File: src/rtl/fsm_step_responder.sv
// fsm_step_responder: drives A into the step FSM and checks its {b,c,d} code sequence; RESP_TIMEOUT_EN adds an ARM timeout
module fsm_step_responder #(
  parameter int PAT_W   = 16,
  parameter int LEN_W   = 5,
  parameter int CNT_W   = 8,
  parameter int TIMEOUT = 64
) (
  input  logic             clk,
  input  logic             reset,
  input  logic             start,
  input  logic [PAT_W-1:0] pattern,
  input  logic [LEN_W-1:0] pat_len,
  input  logic [2:0]       code,
  output logic             A,
  output logic             busy,
  output logic             done,
  output logic             error,
  output logic [2:0]       exp_code,
  output logic [2:0]       err_code,
  output logic [CNT_W-1:0] loop_count
);
  if ((1 << LEN_W) <= PAT_W || TIMEOUT < 1) begin : g_bad_cfg
    $error("fsm_step_responder: LEN_W too narrow for PAT_W or TIMEOUT < 1");
  end
  typedef enum logic [2:0] {IDLE, ARM, SYNC, DECIDE, LOOP, TERM, ERR} state_t;
  state_t state_q, state_d;
  logic [PAT_W-1:0] sr_q, sr_d;
  logic [LEN_W-1:0] rem_q, rem_d;
  logic [CNT_W-1:0] loop_q, loop_d;
  logic [2:0] exp_q, exp_d, err_q, err_d, want;
  logic last_q, last_d, a_q, a_d, busy_q, busy_d, done_q, done_d, error_q, error_d;
  logic take, consume, mis, expire;
`ifdef RESP_TIMEOUT_EN
  localparam int T_W = $clog2(TIMEOUT + 1);
  logic [T_W-1:0] tmo_q, tmo_d;
`endif
  // next-state: start wins in IDLE/TERM/ERR, then ARM handling, mismatch, consuming 010, DECIDE outcome
  always_comb begin
    state_d = state_q;
    sr_d = sr_q;
    rem_d = rem_q;
    last_d = last_q;
    loop_d = loop_q;
    done_d = done_q;
    error_d = error_q;
    exp_d = exp_q;
    err_d = err_q;
    take = start && (state_q == IDLE || state_q == TERM || state_q == ERR);
    want = state_q == DECIDE ? (last_q ? 3'b110 : 3'b111) : state_q == TERM ? 3'b111 : 3'b010;
    consume = (state_q == SYNC || state_q == LOOP) && code == 3'b010;
    mis = (state_q inside {SYNC, DECIDE, LOOP, TERM}) && code != want;
`ifdef RESP_TIMEOUT_EN
    tmo_d = take ? '0 : state_q == ARM ? tmo_q + 1'b1 : tmo_q;
    expire = tmo_q == T_W'(TIMEOUT - 1);
`else
    expire = 1'b0;
`endif
    if (take) begin
      sr_d = pattern;
      rem_d = pat_len > LEN_W'(PAT_W) ? LEN_W'(PAT_W) : pat_len;
      loop_d = '0;
      done_d = 1'b0;
      error_d = 1'b0;
      exp_d = 3'b000;
      err_d = 3'b000;
      state_d = ARM;
    end else if (state_q == ARM) begin
      if (code == 3'b101) state_d = SYNC;
      else if (code != 3'b000 || expire) begin
        state_d = ERR;
        exp_d = 3'b101;
        err_d = code;
        error_d = 1'b1;
      end
    end else if (mis) begin
      state_d = ERR;
      exp_d = want;
      err_d = code;
      error_d = 1'b1;
    end else if (consume) begin
      state_d = DECIDE;
      last_d = a_q;
      sr_d = sr_q >> 1;
      rem_d = rem_q - LEN_W'(rem_q != '0);
    end else if (state_q == DECIDE) begin
      state_d = last_q ? LOOP : TERM;
      loop_d = last_q ? (&loop_q ? loop_q : loop_q + 1'b1) : loop_q;
      done_d = !last_q;
    end
    a_d = rem_d != '0 && sr_d[0];
    busy_d = state_d inside {ARM, SYNC, DECIDE, LOOP};
  end
  // all state and registered outputs; asynchronous active-low reset
  always_ff @(posedge clk or negedge reset) begin
    if (!reset) begin
      state_q <= IDLE;
      sr_q <= '0;
      rem_q <= '0;
      last_q <= 1'b0;
      loop_q <= '0;
      done_q <= 1'b0;
      error_q <= 1'b0;
      exp_q <= 3'b000;
      err_q <= 3'b000;
      a_q <= 1'b0;
      busy_q <= 1'b0;
`ifdef RESP_TIMEOUT_EN
      tmo_q <= '0;
`endif
    end else begin
      state_q <= state_d;
      sr_q <= sr_d;
      rem_q <= rem_d;
      last_q <= last_d;
      loop_q <= loop_d;
      done_q <= done_d;
      error_q <= error_d;
      exp_q <= exp_d;
      err_q <= err_d;
      a_q <= a_d;
      busy_q <= busy_d;
`ifdef RESP_TIMEOUT_EN
      tmo_q <= tmo_d;
`endif
    end
  end
  assign A = a_q;
  assign busy = busy_q;
  assign done = done_q;
  assign error = error_q;
  assign exp_code = exp_q;
  assign err_code = err_q;
  assign loop_count = loop_q;
endmodule

File: config.mk
export PLATFORM = sky130hd
export DESIGN_NAME = fsm_step_responder
export DESIGN_NICKNAME = d
export VERILOG_FILES = /design/src/rtl/fsm_step_responder.sv
export SDC_FILE = /design/constraint.sdc
export NUM_CORES = 1
export LEC_CHECK = 0
export BUFFER_PORTS_ARGS = -buffer_cell sky130_fd_sc_hd__buf_4
export CAP_MARGIN = 20
export CORE_UTILIZATION = 50
export CTS_BUF_LIST = sky130_fd_sc_hd__clkbuf_8
export DETAILED_ROUTE_END_ITERATION = 7
export PLACE_DENSITY = 0.79
export REMOVE_ABC_BUFFERS = 1
export SETUP_SLACK_MARGIN = 0.5
export SYNTH_ARGS = -nofsm -noshare
export SYNTH_HDL_FRONTEND = slang
export SYNTH_SLANG_ARGS = --single-unit
File: constraint.sdc
create_clock -name clk -period 3.9 [get_ports clk]
set_input_delay 0.39 -clock clk [delete_from_list [all_inputs] [get_ports clk]]
set_output_delay 0.39 -clock clk [all_outputs]
set_load 0.05 [all_outputs]
# Word level (Yosys, flattened, before mapping)

Cells that the tools add are included.
W data, S select, Z words.

Eq/ne operators: 19
Bitwise gates (word level): 3
Reductions and logical operators: 24
$add $sub $neg: 2
Multiplexer cells: 47
Order comparisons: 1

Operator list:

| kind                  | number |
|---|---|
| $mux W16              | 4 |
| $mux W3               | 19 |
| $mux W8               | 7 |
| $mux W5               | 5 |
| $eq A3 B2 Y1 const B  | 5 |
| $eq A3 B3 Y1 const B  | 5 |
| $mux W1               | 12 |
| $reduce_bool A5 Y1    | 2 |
| $add A8 B1 Y8 const B | 1 |
| $ne A2 B2 Y1 const B  | 4 |
| $reduce_and A4 Y1     | 2 |
| $reduce_and A8 Y1     | 1 |
| $reduce_bool A4 Y1    | 2 |
| $eq A3 B1 Y1 const B  | 2 |
| $reduce_and A3 Y1     | 2 |
| $reduce_and A6 Y1     | 1 |
| $reduce_bool A2 Y1    | 3 |
| $reduce_bool A3 Y1    | 2 |
| $gt A5 B5 Y1 const B  | 1 |
| $sub A5 B1 Y5         | 1 |
| $logic_and A1 B1 Y1   | 4 |
| $logic_not A3 Y1      | 1 |
| $logic_or A1 B1 Y1    | 3 |
| $ne A3 B2 Y1 const B  | 1 |
| other kinds (4)       | 6 |

Bits of input ports: 27
Output and inout port bits: 18
Bits in registers: 43

# Depth between registers and ports, before layout

Gate-level depths: netlist (run 1).

Depth in word-level cells: 10
Gate-level depth with buffers: 8
Gate-level depth less buffers: 8

# Worst setup path after synthesis (run 1)

Ideal clock, no wire load.

Path kind: register to register
Start point: reg loop_q[0] (netlist: loop_count[0])
End point: reg loop_q[6] (netlist: loop_count[6])
Slack: 1.804 ns
Setup time: 0.124 ns
Arrival: 1.971 ns
Path buffers: 0
Cell stages (with the launch flop): 7
Data required time: 3.776 ns
Cells stage by stage: dfrtp_1 -> ha_1 -> and3_1 -> a311o_1 -> nor3_2 -> nand4_1 -> mux2i_1

Word-level cells in the longest chain between the ends: 8

Ends and longest elaborated chain:

| item                     | line | source |
|---|---|---|
| start: declaration       | 29   | `logic [CNT_W-1:0] loop_q, loop_d;` |
| start signal: assignment | 115  | `loop_q <= loop_d;` |
| $add A8 B1 Y8            | 87   | `loop_d = last_q ? (&loop_q ? loop_q : loop_q + 1'b1) : loop_q;` |
| $mux W8 (2 in series)    | 87   |  |
| $mux W8                  | 85   | `end else if (state_q == DECIDE) begin` |
| $mux W8                  | 80   | `end else if (consume) begin` |
| $mux W8                  | 75   | `end else if (mis) begin` |
| $mux W8                  | 67   | `end else if (state_q == ARM) begin` |
| $mux W8                  | 58   | `if (take) begin` |

Several ways; a longest one is shown, not always the timed one. The select of a mux whose other input is x is not followed.
A chain may end at the register's enable or synchronous reset.

# Worst setup path in the final report (run 1)

Start point: reg state_q[1]
End point: reg busy_q (netlist: busy)

Word-level cells in the longest chain between the ends: 10

Ends and longest elaborated chain:

| item                                       | line       | source |
|---|---|---|
| start: declaration                         | 26         | `state_t state_q, state_d;` |
| start signal: assignment                   | 111        | `state_q <= state_d;` |
| $eq A3 B3 Y1                               | 48, 49, 51 |  |
| $mux W3 (2 in series)                      | 49         | `want = state_q == DECIDE ? (last_q ? 3'b110 : 3'b111) : state_q == TERM ? 3'b111 : 3'b010;` |
| $ne A3 B3 Y1                               | 51         | `mis = (state_q inside {SYNC, DECIDE, LOOP, TERM}) && code != want;` |
| $logic_and A1 B1 Y1                        | 51         |  |
| $mux W3                                    | 75         |  |
| $mux W3                                    | 67         |  |
| $mux W3 (*)                                | 58         |  |
| $eq A3 B1 Y1, or another cell as far along | 91         | `busy_d = state_d inside {ARM, SYNC, DECIDE, LOOP};` |
| $reduce_bool A4 Y1 (*)                     | 91         |  |
| named net busy_d                           | 31         | `logic last_q, last_d, a_q, a_d, busy_q, busy_d, done_q, done_d, error_q, error_d;` |
| end signal: assignment                     | 121        | `busy_q <= busy_d;` |
| end: declaration                           | 31         |  |

Mark *: on every way through the listed nets, which the timed path passes. The rest lies on a longest branch.

==> metrics.yaml, run 1 <==
ant_nets: 0
gp_congestion: 0.877
grt_max_degree: 44
final_common_cell: "buf_4"
pwr_density_cell_nw_per_um2: 753
setup_violations: 0
synth_fa_ha_area_share_pct: 2.10
max_stage_delay_ns: 0.73
drv_cap: 0
rsz0062_at_grt: "no"
cts_resized: 0
track_usage_pct: 21.6
io_buffers: 44
nNetsFinal: 306
finalHoldViolCount: 0
row_count: 24
synth_top_area_cell: "dfrtp_1"
ys_seq_area_share_pct: 47.5
slew_headroom_pct: 39.0
layout_setup_ws_ns: 1.26
initial_utilization_pct: 52.1
worst_ep_required_time_ns: 4.03
r2r-start: "state_q[1]"
syn2layout_area_growth_pct: 19.3
worstSetupEndpointType: "register"
synth_top_family_by_area: "simple AND/OR/NAND/NOR gates"
htree_levels: 2
crit_arrival_ns: 2.77
r2r_slack_ns: 1.26
place_hpwl_um: 3390
tightest_slew_ns: 0.912
avgSynthCellArea_um2: 9.69
ys_types: 48
final_cell_mix: "buf_4 (46), dfrtp_1 (43), nand2_1 (41), nor2_1 (16), a22oi_1 (16)"
timing.final.crit_share_pct: 67.7
worstSkewPairLatency_ns: 0.30
synth_edf_count: 0
grt_pass1_vias: 1744
antennaDiodeCount: 0
postLayoutCoreUtil_pct: 62.1
die_h_um: 69.3
cp_top_family: "simple AND/OR/NAND/NOR gates"
total_leakage_power_nw: 1.29
synthSimpleGateAreaFrac_pct: 21.1
coreArea_um2: 4350
pre_cts_ws_ns: 1.26
grt-ovfl-total: 0
fin_tns_setup_ns: 0
rr_endpoint: "busy"
rr_worst_depth: 5
die-area_um2: 4810
drive_gt1_share_pct: 22.8
crit_path_cell_trace: "xnor2_1, a22o_1, buf_4, nor2_1, o211ai_1"
wl_per_cell_um: 14.5
routed_wl_um: 4750
drtIter0Drc: 109
yosys.area.top_type_share_pct: 47.5
crit_type: "reg -> reg"
grt_pass1_wl_um: 8120
cts_tree: "built"
skew_ns: 0.00341
place_inst: 321
fmax_mhz: 379
async_flop_share_pct: 100
synthCells: 234
antenna_found_initial: 0
drv_slew: 0
clock_path_buffers: 2
die_w_um: 69.3
critPathLaunchType: "register"
total_power_mw: 2.04
crit_fanout: 29
synth.mux.area_fraction_pct: 2.21
vias: 1862
ys.flop_type: "dfrtp_1"
period_needed_ns: 2.64
path_clk_slew_ns: 0.08
crit_slowest_cell: "nor2_1"
ys_seq_elements: 43
synth_xor_area_share_pct: 4.53
cts_sinks: 43
cts_made_buffers: 5
cts_setup_buffers: 0
io_pins: 45
hold_buffers: 0
ir_drop_mv: 0.306
synth_compound_gate_area_share_pct: 18.4
synth.cell_area_um2: 2270
clockRootBuffer: "clkbuf_8"
hp-class: "in -> async"
yosys_warnings: 0
path_buf_inv: 1
ys_top_cells_by_area: "dfrtp_1 (47%), nand2_1 (6.8%), a22oi_1 (5.3%)"
first_pass_iters: 5
viasPerCell: 5.68
drc_errors: 0
fillers: 395
outcome: "complete, no violations"
layoutNonFillerInstCount: 328
-- state kept, by name, summed over array words and instances, names as in the netlist --
signal      count
rem_q           5
loop_count      8
busy            1
sr_q           16
A               1
last_q          1
done            1
err_code        3
error           1
exp_code        3
state_q         3
-- kinds of logic after synthesis --
| family | Yosys count |
|---|---|
| DFF | 43 |
| and+or+nand+nor | 93 |
| adders and majority gates | 4 |
| buffers and inverters | 20 |
| muxes | 5 |
| AOI/OAI and AO/OA | 59 |
| xor gates and xnor gates | 10 |
-- Yosys cell counts (2+ instances only) --
master    instances
dfrtp_1          43
nand2_1          41
a22oi_1          16
nor2_1           16
a21oi_1          11
inv_1             9
nand3_1           8
o21ai_0           8
buf_2             7
and3_1            5
mux2i_1           5
a22o_1            4
and2_1            4
o21ai_1           4
xnor2_1           4
xor2_1            4
a21o_1            3
a32o_1            3
buf_4             3
ha_1              3
nor4_1            3
nand2b_1          2
nor2b_1           2
o31ai_1           2
-- worst max path at each step --
stage	startpoint	endpoint	slack (ns)	cells past startpoint
final	state_q[1]	busy	1.26	5
after global routing	state_q[1]	busy	1.02	5
after CTS	state_q[1]	busy	1.24	5
after detailed placement	state_q[1]	busy	1.26	5
after global placement	state_q[1]	busy	1.37	5
after floorplan	state_q[1]	A	1.41	5
-- routing by layer --
| layer | vias to the layer above | track usage [%] | part of all wire [%] |
|---|---|---|---|
| li1 | 907 | - | - |
| met1 | 879 | 30.1 | 47 |
| met2 | 68 | 32.8 | 45 |
| met3 | 8 | 3.92 | 5.4 |
| met4 | 0 | 10.2 | 2.0 |
| met5 | - | 0 | 0 |
-- final cells by class --
cell class	instances	area, um^2	area share (%)
Multi-Input combinational cell	171	1100	40.5
Sequential cell	43	1080	39.8
Timing Repair Buffer	46	345	12.8
Clock buffer	6	82.6	3.05
Tap cell	52	65.1	2.41
Inverter	9	33.8	1.25
Clock inverter	1	5.00	0.185
-- power breakdown --
group / leakage (nW) / internal, mW / switching (mW)
Sequential: 0.546 / 0.619 / 0.158
Clock: 0.0470 / 0.139 / 0.149
Combinational: 0.694 / 0.363 / 0.608
Total: 1.29 / 1.12 / 0.915
-- per-stage QoR --
step | cell area, um^2 | hold slack [ns]
floorplan | 2210 | 0.0944
finish | 2700 | 0.0699
detailed placement | 2620 | 0.410
global placement | 2620 | 0.407
CTS | 2700 | 0.0855
global route | 2700 | 0.112
No activity file was read; power rests on OpenSTA's default activity.
==> run 2, diff against run 1 <==
Settings changed: PLACE_DENSITY 0.79 to 0.82.
Clock period 3.9 ns to 2.2 ns, I/O delays scaled along.
==> metrics.yaml, run 2 (synthesized netlist as in run 1, its figures left out) <==
outcome: "complete, no violations"
final_common_cell: "buf_4"
skew_ns: 0.00817
track_usage_pct: 25.0
critPathLaunchType: "register"
fin_tns_setup_ns: 0
finalHoldViolCount: 0
drive_gt1_share_pct: 40.8
grt-ovfl-total: 0
place_area_um2: 2730
fmax_mhz: 491
ant_nets: 0
clockPowerShare_pct: 13.6
gp_congestion: 0.868
drc_errors: 0
rr_worst_depth: 7
pre_cts_ws_ns: -0.0437
rsz0062_at_grt: "yes"
crit_type: "reg -> reg"
max_flop_register: "sr_q"
wl_per_cell_um: 17.0
total_power_mw: 4.56
tightest_slew_ns: 0.706
row_count: 24
final_cell_mix: "buf_4 (70), dfrtp_1 (41), nand2_1 (41), nor2_1 (14), a22oi_1 (11)"
total_leakage_power_nw: 1.52
place_inst: 336
hp-class: "in -> reg"
r2r_slack_ns: 0.16
coreArea_um2: 4350
vias: 2109
holdWs_ns: 0.135
cts_sinks: 43
timing.final.crit_share_pct: 92.6
place_hpwl_um: 3840
holdPathStages: 3
grt_pass1_vias: 2120
grt_max_degree: 44
max_stage_delay_ns: 0.49
io_pins: 45
crit_path_cell_trace: "xnor2_1, a22o_2, buf_4, nand3_1, o31ai_2, or2_0, o41a_1"
slew_headroom_pct: 52.5
drv_slew: 0
drtIter0Drc: 187
worstSkewPairLatency_ns: 0.29
path_clk_slew_ns: 0.08
crit_slowest_cell: "dfrtp_2"
initial_utilization_pct: 52.1
period_needed_ns: 2.04
seqPwrFrac_pct: 29.1
grt_pass1_wl_um: 9660
multi_input_area_um2: 1250
antennaDiodeCount: 0
swShare_pct: 43.7
antenna_found_initial: 0
pwr_density_cell_nw_per_um2: 1420
largest_reg_flops: 16
routed_wl_um: 6230
io_buffers: 44
layout_setup_ws_ns: 0.163
fillers: 308
worstSetupEndpointType: "register"
nNetsFinal: 343
htree_levels: 2
first_pass_iters: 4
cts_tree: "built"
die_h_um: 69.3
cts_made_buffers: 5
crit_arrival_ns: 2.21
die-area_um2: 4810
postLayoutCoreUtil_pct: 73.9
internal_power_mw: 2.57
layoutNonFillerInstCount: 366
p_sw_mw: 1.99
setup_violations: 0
clock_path_buffers: 2
crit_fanout: 10
p_comb_share_pct: 57.3
syn2layout_area_growth_pct: 41.8
ir_drop_mv: 0.739
die_w_um: 69.3
worst_ep_required_time_ns: 2.37
drv_cap: 0
viasPerCell: 5.76
clockRootBuffer: "clkbuf_8"
register_area_um2: 1080
fin_area_um2: 3220
-- run 2: final timing paths --
kind,startpoint,to
hold / removal,pattern[15],sr_q[15]
setup / recovery,state_q[2],A
max in group asynchronous,reset,state_q[1]
hold reg to reg,sr_q[1],sr_q[1]
setup reg to reg,state_q[2],A
min in group asynchronous,reset,loop_count[6]
-- run 2: power groups by stage --
stage	logic [mW]	registers, mW	clock network (mW)
final	2.61	1.33	0.621
after global routing	2.78	1.36	0.652
after detailed placement	2.00	1.32	0
after global placement	1.97	1.31	0
after floorplan	0.977	1.62	0
after CTS	2.28	1.30	0.624
-- run 2: layout make-up --
cell class	instances	area share, %
multi-input combinational	171	39.0
tap	52	2.02
clock buffer	5	2.14
sequential	43	33.5
timing repair buffer	83	20.9
inverter	9	1.05
clock inverter	3	1.36
-- run 2: routing by layer --
layer	part of all wire (%)	global-route usage (%)	up-vias
met5	0	0	-
met2	51	42.4	80
met3	4.9	5.09	21
met1	41	31.4	1020
met4	2.8	9.52	0
li1	-	-	988
-- run 2: critical path, delay by kind of cell (launching register included) --
kind                      cells  cell delay [ns]
AOI/OAI and AO/OA             3             0.71
DFF                           1             0.49
and+or+nand+nor               2             0.37
xor gates and xnor gates      1             0.18
buffers and inverters         1             0.18
-- run 2: timing repair --
action | 4_1_cts | 5_1_grt
hold buffers | 1 | 0
cloned | 0 | 0
pin swaps | 28 | 14
hold endpoints to repair | 43 | 0
resized for setup | 22 | 27
setup endpoints to repair | 37 | 41
buffers inserted | 15 | 6
